==> config.mk <==
export PLATFORM = sky130hd
export DESIGN_NAME = instruction_decode_stage
export DESIGN_NICKNAME = d
export VERILOG_FILES = /design/src/rtl/instruction_decode_stage.sv
export SDC_FILE = /design/constraint.sdc
export NUM_CORES = 1
export LEC_CHECK = 0
export CAP_MARGIN = 0
export CORE_MARGIN = 2
export CORE_UTILIZATION = 34
export CTS_CLUSTER_SIZE = 28
export DETAILED_ROUTE_END_ITERATION = 10
export GPL_TIMING_DRIVEN = 0
export PLACE_DENSITY = 0.71
export REMOVE_ABC_BUFFERS = 1
export SLEW_MARGIN = 10
export SYNTH_ARGS = -nofsm -noshare
export SYNTH_HDL_FRONTEND = slang
export SYNTH_SLANG_ARGS = --single-unit
==> constraint.sdc <==
create_clock -name clock -period 1.6 [get_ports clock]
set_clock_uncertainty 0.15 [all_clocks]
set_input_delay 0.32 -clock clock [delete_from_list [all_inputs] [get_ports clock]]
set_output_delay 0.32 -clock clock [all_outputs]
set_load 0.02 [all_outputs]
==> src/rtl/instruction_decode_stage.sv <==
// Registered decode stage: splits instructions into RF read addresses and destination,
// with a valid/ready handshake, flush, and an optional load-use interlock (DECODE_INTERLOCK_EN).
module instruction_decode_stage #(
  parameter int IW  = 20,
  parameter int OPW = 4,
  parameter int RAW = 4,
  parameter logic [OPW-1:0] STORE_OP = 4'b1100,
  parameter logic [OPW-1:0] LOAD_OP  = 4'b1011
) (
  input  logic           clock,
  input  logic           reset,
  input  logic           in_valid,
  output logic           in_ready,
  input  logic [IW-1:0]  instruction,
  input  logic           flush,
  output logic           out_valid,
  input  logic           out_ready,
  output logic [OPW-1:0] out_opcode,
  output logic [RAW-1:0] ReadAddressRF1,
  output logic [RAW-1:0] ReadAddressRF2,
  output logic [RAW-1:0] out_dest,
  output logic           out_we,
  output logic [7:0]     stall_count
);

  typedef enum logic [1:0] {EMPTY, FULL, BUBBLE} state_t;

  state_t state;

  logic [OPW-1:0] dec_op;
  logic [RAW-1:0] fld_a, fld_b, fld_c;
  logic [RAW-1:0] dec_rs1, dec_rs2, dec_dest;
  logic           dec_we;
  logic           drain, slot_free, hazard, accept, bubble;

  generate
    if (IW < OPW + 3*RAW) begin : g_bad_width
      $error("instruction_decode_stage: IW must be at least OPW + 3*RAW");
    end
    if (IW > OPW + 3*RAW) begin : g_spare
      logic unused_spare;
      assign unused_spare = ^instruction[IW-OPW-3*RAW-1:0];
    end
  endgenerate

  assign dec_op = instruction[IW-1 -: OPW];
  assign fld_a  = instruction[IW-OPW-1 -: RAW];
  assign fld_b  = instruction[IW-OPW-RAW-1 -: RAW];
  assign fld_c  = instruction[IW-OPW-2*RAW-1 -: RAW];

  // Stores carry two source registers in A/B and write nothing back.
  always_comb begin
    dec_rs1  = fld_b;
    dec_rs2  = fld_c;
    dec_dest = fld_a;
    dec_we   = 1'b1;
    if (dec_op == STORE_OP) begin
      dec_rs1  = fld_a;
      dec_rs2  = fld_b;
      dec_dest = '0;
      dec_we   = 1'b0;
    end
  end

  assign out_valid = (state == FULL);
  assign drain     = out_valid & out_ready;
  assign slot_free = (state != FULL) | drain;
  assign in_ready  = ~flush & ~hazard & slot_free;
  assign accept    = in_valid & in_ready;

`ifdef DECODE_INTERLOCK_EN
  logic           load_pend;
  logic [RAW-1:0] ld_dest;
  logic [7:0]     stall_q;

  assign hazard      = load_pend & ((ld_dest == dec_rs1) | (ld_dest == dec_rs2));
  assign bubble      = ~flush & in_valid & hazard & slot_free;
  assign stall_count = stall_q;

  // Remember the destination of the instruction just issued if it was a load.
  always_ff @(posedge clock or posedge reset) begin
    if (reset) begin
      load_pend <= 1'b0;
      ld_dest   <= '0;
      stall_q   <= '0;
    end else begin
      if (flush || bubble) begin
        load_pend <= 1'b0;
      end else if (accept) begin
        load_pend <= (dec_op == LOAD_OP);
        ld_dest   <= fld_a;
      end
      if (bubble && stall_q != 8'hFF)
        stall_q <= stall_q + 8'd1;
    end
  end
`else
  logic unused_load;

  assign unused_load = (dec_op == LOAD_OP);
  assign hazard      = 1'b0;
  assign bubble      = 1'b0;
  assign stall_count = '0;
`endif

  // Output register and occupancy; a bubble slot behaves like an empty one for intake.
  always_ff @(posedge clock or posedge reset) begin
    if (reset) begin
      state          <= EMPTY;
      out_opcode     <= '0;
      ReadAddressRF1 <= '0;
      ReadAddressRF2 <= '0;
      out_dest       <= '0;
      out_we         <= 1'b0;
    end else begin
      if (accept) begin
        out_opcode     <= dec_op;
        ReadAddressRF1 <= dec_rs1;
        ReadAddressRF2 <= dec_rs2;
        out_dest       <= dec_dest;
        out_we         <= dec_we;
      end
      if (flush)
        state <= EMPTY;
      else if (accept)
        state <= FULL;
      else if (bubble)
        state <= BUBBLE;
      else if (state == BUBBLE || drain)
        state <= EMPTY;
    end
  end

endmodule

# [Yosys cells after proc, flatten, opt, wreduce, memory -nomap -nowiden]
# Cells that the tools add are included.
[totals] reg_bits=19 wordCells=24
[op_classes] n_bitwise=5 eq_ne=4 mux=7 n_reduce_logical=2
[ops] cell="two-way mux 4 bit" count=3
[ops] cell="two-way mux 2 bit" count=3
[ops] cell="== test 4 bit (second input constant)" count=1
[ops] cell="bitwise AND 1 bit" count=3
[ops] cell="nonzero test 3 bit" count=1
[ops] cell="== test 2 x 1 -> 1 bit (second input constant)" count=1
[ops] cell="== test 2 bit (second input constant)" count=1
[ops] cell="!= test 2 x 1 -> 1 bit (second input constant)" count=1
[ops] cell="logical OR 1 bit" count=1
[ops] cell="two-way mux 1 bit" count=1
[ops] cell="inverter 1 bit" count=1
[ops] cell="bitwise OR 1 bit" count=1

# [Logic depth before layout (Yosys ltp)]
# Gate-level depths: netlist (run 1).
[depth] depth_word=7 depth_mapped=4 depth_no_buf=3

# [Worst setup path before layout (run 1)]
# No wires, ideal clock.
[synth_timing] path_kind="reg-to-reg" startpoint="register state[0]" endpoint="register out_opcode[0]" period_less_slack_ns=1.741 setup_slack_ns=-0.141 arrival_ns=1.466 n_path_buf=1 setup_time_ns=0.125 path_stages_with_launch=5 cell_sequence="dfrtp_1 -> nor2b_4 -> nor3b_4 -> buf_6 -> mux2_2"
[synth_via] elab_chain_cells=5 elab_cells_between_ends=6 classes_between="eq/ne: 2; bitwise: 4"
[synth_rtl] item="start, declared" line_no="28" source="state_t state;"
[synth_rtl] item="start signal, assigned" line_no="109" source="state <= EMPTY;"
[synth_rtl] item="start signal, assigned" line_no="124" source="state <= EMPTY;"
[synth_rtl] item="start signal, assigned" line_no="126" source="state <= FULL;"
[synth_rtl] item="== test 2 x 1 -> 1 bit" line_no="65" source="assign out_valid = (state == FULL);"
[synth_rtl] item="bitwise AND 1 bit" line_no="66" source="assign drain = out_valid & out_ready;"
[synth_rtl] item="bitwise OR 1 bit *" line_no="67" source="assign slot_free = (state != FULL) | drain;"
[synth_rtl] item="bitwise AND 1 bit *" line_no="68" source="assign in_ready = ~flush & ~hazard & slot_free;"
[synth_rtl] item="bitwise AND 1 bit *" line_no="69" source="assign accept = in_valid & in_ready;"
[synth_rtl] item="end signal, assigned" line_no="117" source="out_opcode <= dec_op;"
[synth_rtl] item="end, declared" line_no="18" source="output logic [OPW-1:0] out_opcode,"
# Every way passes the cells marked *; elsewhere a longest branch is shown, timed or not.
# A chain may end at the register's enable or synchronous reset.

# [Worst setup path in the final report (run 1)]
[layout_timing] startpoint="input port instruction[17]" endpoint="register ReadAddressRF2[1]"
[layout_via] elab_chain_cells=2
[layout_rtl] item="start, declared" line_no="14" source="input logic [IW-1:0] instruction,"
[layout_rtl] item="== test 4 bit" line_no="57" source="if (dec_op == STORE_OP) begin"
[layout_rtl] item="two-way mux 4 bit" line_no="57"
[layout_rtl] item="end signal, assigned" line_no="119" source="ReadAddressRF2 <= dec_rs2;"
[layout_rtl] item="end, declared" line_no="20" source="output logic [RAW-1:0] ReadAddressRF2,"
# No other way between the ends.

==> impl_metrics.csv, run 1 <==
group,metric,value,unit
clocking,cts_root_buf,"clkbuf_4",
sta,slew_viol_final,0,
sta,min_period,1.59,ns
grt,grt_usage,0.137,
setup_path,endpoint_kind,"flop",
synth,netlist_area,947,um^2
synth,netlist.area_leader.share,0.476,
finish,diodes,0,
finish,synthToLayoutAreaGrowth,45.0,%
power,leakage,0.642,nW
detailed_routing,first_pass_iters,2,
setup_path,startpoint_type,"primary input",
synth,post-synth-top-count-cell,"dfrtp_1",
synth,synth_edf_count,0,
synth,ys.flop_type,"dfrtp_1",
floorplan,die_w,56.8,um
grt,grt_max_degree,19,
sta,max_slew_margin,0.539,
clocking,max-clock-path-buffers,2,
grt,antenna_found_initial,0,
floorplan,start_util,0.349,
grt,grt_pass1_wl,3370,um
detailed_routing,drc,0,
status,status,"completed",
clocking,htree_levels,1,
detailed_routing,vias,636,
detailed_routing,wl_per_cell,13.8,um
sta,rsz0062_at_grt,"no",
setup_path,ff2ff_setup_slack,0.05,ns
synth,ys_top_cells_by_count,"18 x dfrtp_1, 14 x mux2_2, 10 x mux2_4",
detailed_routing,avgViaCountPerCell,4.54,
synth,yosys_warnings,0,
floorplan,rows,19,
synth,ys_types,13,
sta,fin_crit_sh,0.992,
detailed_routing,ant_nets,0,
power,power_density,931,nW/um^2
synth,synthArstFlopShare,1.00,
place,portBuffers,39,
place,placed_area,1320,um^2
setup_path,r2r_end,"out_dest[0]",
floorplan,ios,52,
clocking,cts-buffers-inserted,3,
setup_path,path_max_fanout,7,
floorplan,die_area,3220,um^2
floorplan,dieHeight,56.8,um
setup_path,required,1.63,ns
flow_run,drv_cap,0,
finish,n_fill_cell,263,
clocking,clock-sinks,18,
finish,fin_util,0.507,
clocking,insertion_delay,0.29,ns
finish,final_nets,135,
power,peakVddDrop,0.000617,V
setup_path,regToRegStartpoint,"state[0]",
clocking,clk_pin_slew_worst_paths,0.11,ns
sta,worstMarginPinSlew,0.691,ns
grt,grt_overflow_total,0,
clocking,cts_tree,"yes",
place,dp_hpwl,1310,um
synth,syn_area_per_cell,14.4,um^2
synth,syn_inst,66,
synth,synthTopCellsByArea,"dfrtp_1 48%, mux2_2 17%, mux2_4 16%, buf_4 6.3%, nor2b_1 2.6%",
setup_path,crit_type,"in2reg",
sta,setup-violations-final,0,
detailed_routing,drt_iter0_markers,1,
detailed_routing,routed_wl,1930,um
sta,hold_viol_final,0,
finish,drive_gt1_frac,0.330,
synth,yosysTopAreaCell,"dfrtp_1",
setup_path,critPathArrivalTime,1.62,ns
setup_path,reg2reg_depth,4,
clocking,hold_buffers,0,
grt,grt_pass1_vias,713,
place,globalplace.congestion,0.666,
sta,timing.fmax,0.630,GHz
finish,fin_area,1370,um^2
worst_hold_path,hp-class,"in2async",
synth,synth-seq-cells,18,
synth,seq_area_frac_synth,0.476,
floorplan,coreArea,2710,um^2
how the worst max path moves through the flow:
stage	startpoint	endpoint	slack, ns	cells past startpoint
6_report	instruction[17]	ReadAddressRF2[1]	0.01	4
5_1_grt	instruction[17]	ReadAddressRF2[1]	0.0006	4
4_1_cts	instruction[16]	ReadAddressRF2[1]	0.01	4
3_5_place_dp	out_ready	out_dest[2]	-0.81	4
3_3_place_gp	out_ready	out_opcode[2]	-0.76	4
2_1_floorplan	state[0]	out_opcode[0]	-0.28	3
power by group:
part	switching, mW	internal [mW]
registers	0.0368	0.530
clock network	0.145	0.139
logic	0.210	0.219
what timing repair did:
item | in CTS | in global routing
pin swaps | 2 | 1
gates resized for setup | 32 | 2
setup endpoints to repair | 36 | 2
endpoints found under the hold margin | 0 | 0
buffers inserted | 2 | 0
gates cloned | 1 | 0
state kept, by name, indices dropped and copies added (netlist names):
name,flops
ReadAddressRF1,4
out_we,1
out_opcode,4
ReadAddressRF2,4
out_dest,4
state,1
area by class of cell:
cell class,instances,area (um^2),share of cell area
multi-input cells,44,459,0.334
flip-flops and latches,18,450,0.328
repair buffers,41,382,0.278
well taps,31,38.8,0.0282
clock buffers,4,36.3,0.0264
inverters,2,7.51,0.00546
worst max-delay path, stage by stage:
cell and delay [ns]:
dlygate4sd2_1 0.26, and4bb_4 0.46, mux2_4 0.32, mux2_2 0.26
routing by layer:
| metal | vias up | part of all wire | global-route usage | wire, um |
|---|---|---|---|---|
| met5 | - | 0 | 0 | 0 |
| met4 | 0 | 0 | 0.0399 | 0 |
| met3 | 0 | 0.083 | 0.0392 | 159 |
| met2 | 29 | 0.50 | 0.229 | 955 |
| met1 | 308 | 0.42 | 0.173 | 810 |
| li1 | 299 | - | - | - |
cells by family after synthesis:
logic type,synth area share
mux,0.336
other cells,0.00396
buf+inv,0.0951
simple gates,0.0898
flops,0.476
per-stage QoR:
step / power [mW] / TNS, ns / worst slack [ns] / hold slack (ns) / std cells
finish: 1.28 / 0 / 0.0126 / 0.270 / 140
global route: 1.36 / 0 / 0.000641 / 0.306 / 140
CTS: 1.30 / 0 / 0.0119 / 0.288 / 140
detailed placement: 1.06 / -13.61 / -0.813 / 0.345 / 133
global placement: 1.05 / -12.74 / -0.756 / 0.340 / 133
floorplan: 0.822 / -4.34 / -0.283 / 0.109 / 63
cell usage in the layout, fill, tap and decap left out, drive strengths merged:
master	synthesis	final
conb	1	8
nor3b	1	1
nor2b	5	5
dlygate4sd2	0	23
buf	10	3
mux2	24	24
clkbuf	0	4
inv	2	2
nor2	3	3
clkdlybuf4s50	0	15
mux2i	1	1
and4bb	1	2
dfrtp	18	18
Power figures use the tool's default switching activity.
==> run 2: changes to the inputs <==
--- a/config.mk
+++ b/config.mk
@@ -11,7 +11,7 @@
 export CTS_CLUSTER_SIZE = 28
 export DETAILED_ROUTE_END_ITERATION = 10
 export GPL_TIMING_DRIVEN = 0
-export PLACE_DENSITY = 0.71
+export PLACE_DENSITY = 0.82
 export REMOVE_ABC_BUFFERS = 1
 export SLEW_MARGIN = 10
 export SYNTH_ARGS = -nofsm -noshare
==> run 2 against run 1 <==
Net effect: count of clock-buffer cells in the layout decreased by 1; clock power decreased by 23%; non-clock buffer count unchanged; maximum frequency decreased by 0.74%; critical path depth unchanged; register-to-register slack about the same; routed wire length increased by 2.6%; utilization decreased by 0.55 points; via count increased by 0.47%; sequential share of layout area increased by 0.36 points; final cell count decreased by 0.71%; total power decreased by 5.3%; critical path type unchanged; largest cell class unchanged; largest power group unchanged; highest routed layer unchanged.
==> impl_metrics.csv, run 2 (same netlist as run 1, synthesis figures left out) <==
group,metric,value,unit
status,status,"completed",
grt,antenna_found_initial,0,
clocking,hold_buffers,0,
detailed_routing,wl_per_cell,14.2,um
power,peakVddDrop,0.000560,V
detailed_routing,drc,0,
setup_path,slowest_stage,"and4bb_4",
grt,grt_overflow_total,0,
worst_hold_path,hp-class,"in2async",
power,p_seq_frac,0.466,
setup_path,slowest_delay,0.44,ns
clocking,clock-sinks,18,
floorplan,die_area,3220,um^2
floorplan,dieHeight,56.8,um
finish,fin_util,0.501,
clocking,htree_levels,1,
floorplan,die_w,56.8,um
grt,grt_pass1_wl,3320,um
sta,rsz0062_at_grt,"yes",
detailed_routing,avgViaCountPerCell,4.60,
floorplan,start_util,0.349,
sta,worstMarginPinSlew,0.668,ns
place,globalplace.congestion,0.676,
clocking,cts_tree,"yes",
floorplan,rows,19,
sta,hold_viol_final,0,
power,pwr-share-clk,0.181,
detailed_routing,vias,639,
power,leakage,0.633,nW
grt,grt_pass1_vias,669,
setup_path,crit_path_start,"instruction[16]",
sta,max_slew_margin,0.554,
setup_path,endpoint_kind,"flop",
setup_path,path_max_fanout,6,
detailed_routing,first_pass_iters,4,
setup_path,critPathArrivalTime,1.63,ns
finish,fin_area,1360,um^2
detailed_routing,routed_wl,1980,um
sta,fin_ws,0.000810,ns
clocking,cts-buffers-inserted,3,
clocking,clk_pin_slew_worst_paths,0.10,ns
power,finalPower,1.21,mW
sta,setup-violations-final,0,
place,placed_area,1320,um^2
clocking,cts_root_buf,"clkbuf_4",
sta,timing.fmax,0.625,GHz
floorplan,coreArea,2710,um^2
finish,diodes,0,
grt,grt_usage,0.134,
place,pre_cts_slack,-0.787,ns
clocking,insertion_delay,0.29,ns
setup_path,cp_top_family,"multiplexers",
finish,drive_gt1_frac,0.315,
setup_path,critPathBufInv,1,
power,power_density,891,nW/um^2
sta,fin_hold_ws,0.269,ns
floorplan,ios,52,
setup_path,cp_common_cell,"mux2_2",
finish,synthToLayoutAreaGrowth,43.5,%
setup_path,required,1.63,ns
power,internal-power,0.835,mW
place,dp_cells,133,
power,p_sw_frac,0.310,
place,dp_hpwl,1370,um
clocking,max-clock-path-buffers,2,
setup_path,crit_type,"in2reg",
finish,final_nets,135,
sta,slew_viol_final,0,
setup_path,startpoint_type,"primary input",
setup_path,regToRegStartpoint,"state[0]",
sta,timing.setup.tns,0,ns
finish,final_cell_mix,"23 x dlygate4sd2_1, 18 x dfrtp_1, 15 x clkdlybuf4s50_1",
detailed_routing,drt_iter0_markers,13,
finish,final_common_cell,"dlygate4sd2_1",
place,portBuffers,39,
detailed_routing,ant_nets,0,
grt,grt_max_degree,19,
sta,min_period,1.60,ns
finish,final_cells,139,
power,p_switching,0.376,mW
power,pwr-share-comb,0.354,
setup_path,cp_cell_sequence,"dlygate4sd2_1, and4bb_4, mux2_2, mux2_2",
flow_run,drv_cap,0,
sta,fin_crit_sh,0.999,
-- run 2: per-layer routing --
metal / vias up / global-route usage / routed length, um
met5: - / 0 / 0
met4: 0 / 0.0199 / 0
met3: 0 / 0.0530 / 120
met2: 22 / 0.239 / 1080
met1: 319 / 0.155 / 774
li1: 298 / - / -
-- run 2: worst paths after layout --
kind | endpoint | slack (ns) | cells past startpoint
max | ReadAddressRF2[2] | 0.0008 | 4
min | out_dest[1] | 0.27 | 2
max reg2reg | ReadAddressRF2[0] | 0.05 | 4
min reg2reg | out_opcode[1] | 0.36 | 1
max in group asynchronous | ReadAddressRF1[0] | 0.61 | 2
min in group clock | out_opcode[2] | 0.31 | 2
-- run 2: power groups by stage --
stage / Combinational, mW / Clock [mW] / Sequential [mW]
final: 0.428 / 0.219 / 0.564
after global routing: 0.454 / 0.251 / 0.578
after CTS: 0.434 / 0.228 / 0.566
after detailed placement: 0.480 / 0 / 0.578
after global placement: 0.471 / 0 / 0.573
after floorplan: 0.151 / 0 / 0.671
-- run 2: timing repair --
action,4_1_cts,5_1_grt
gates cloned,1,0
resized for setup,29,1
buffers inserted,2,0
pin swaps,2,0
setup endpoints to repair,36,12
-- run 2: worst register-to-register path: cells and delay by family, from the launching register on --
family                 cells  cell delay, ns
buffers and inverters      1            0.19
flip-flops                 1            0.39
multiplexers               1            0.35
AND/OR/NAND/NOR            2            0.36
-- run 2: layout make-up --
type	instances	area (um^2)
inverter	2	7.51
clock buffer	3	22.5
multi-input combinational	44	453
tap	31	38.8
fill	255	1350
timing repair buffer	41	387
sequential	18	450
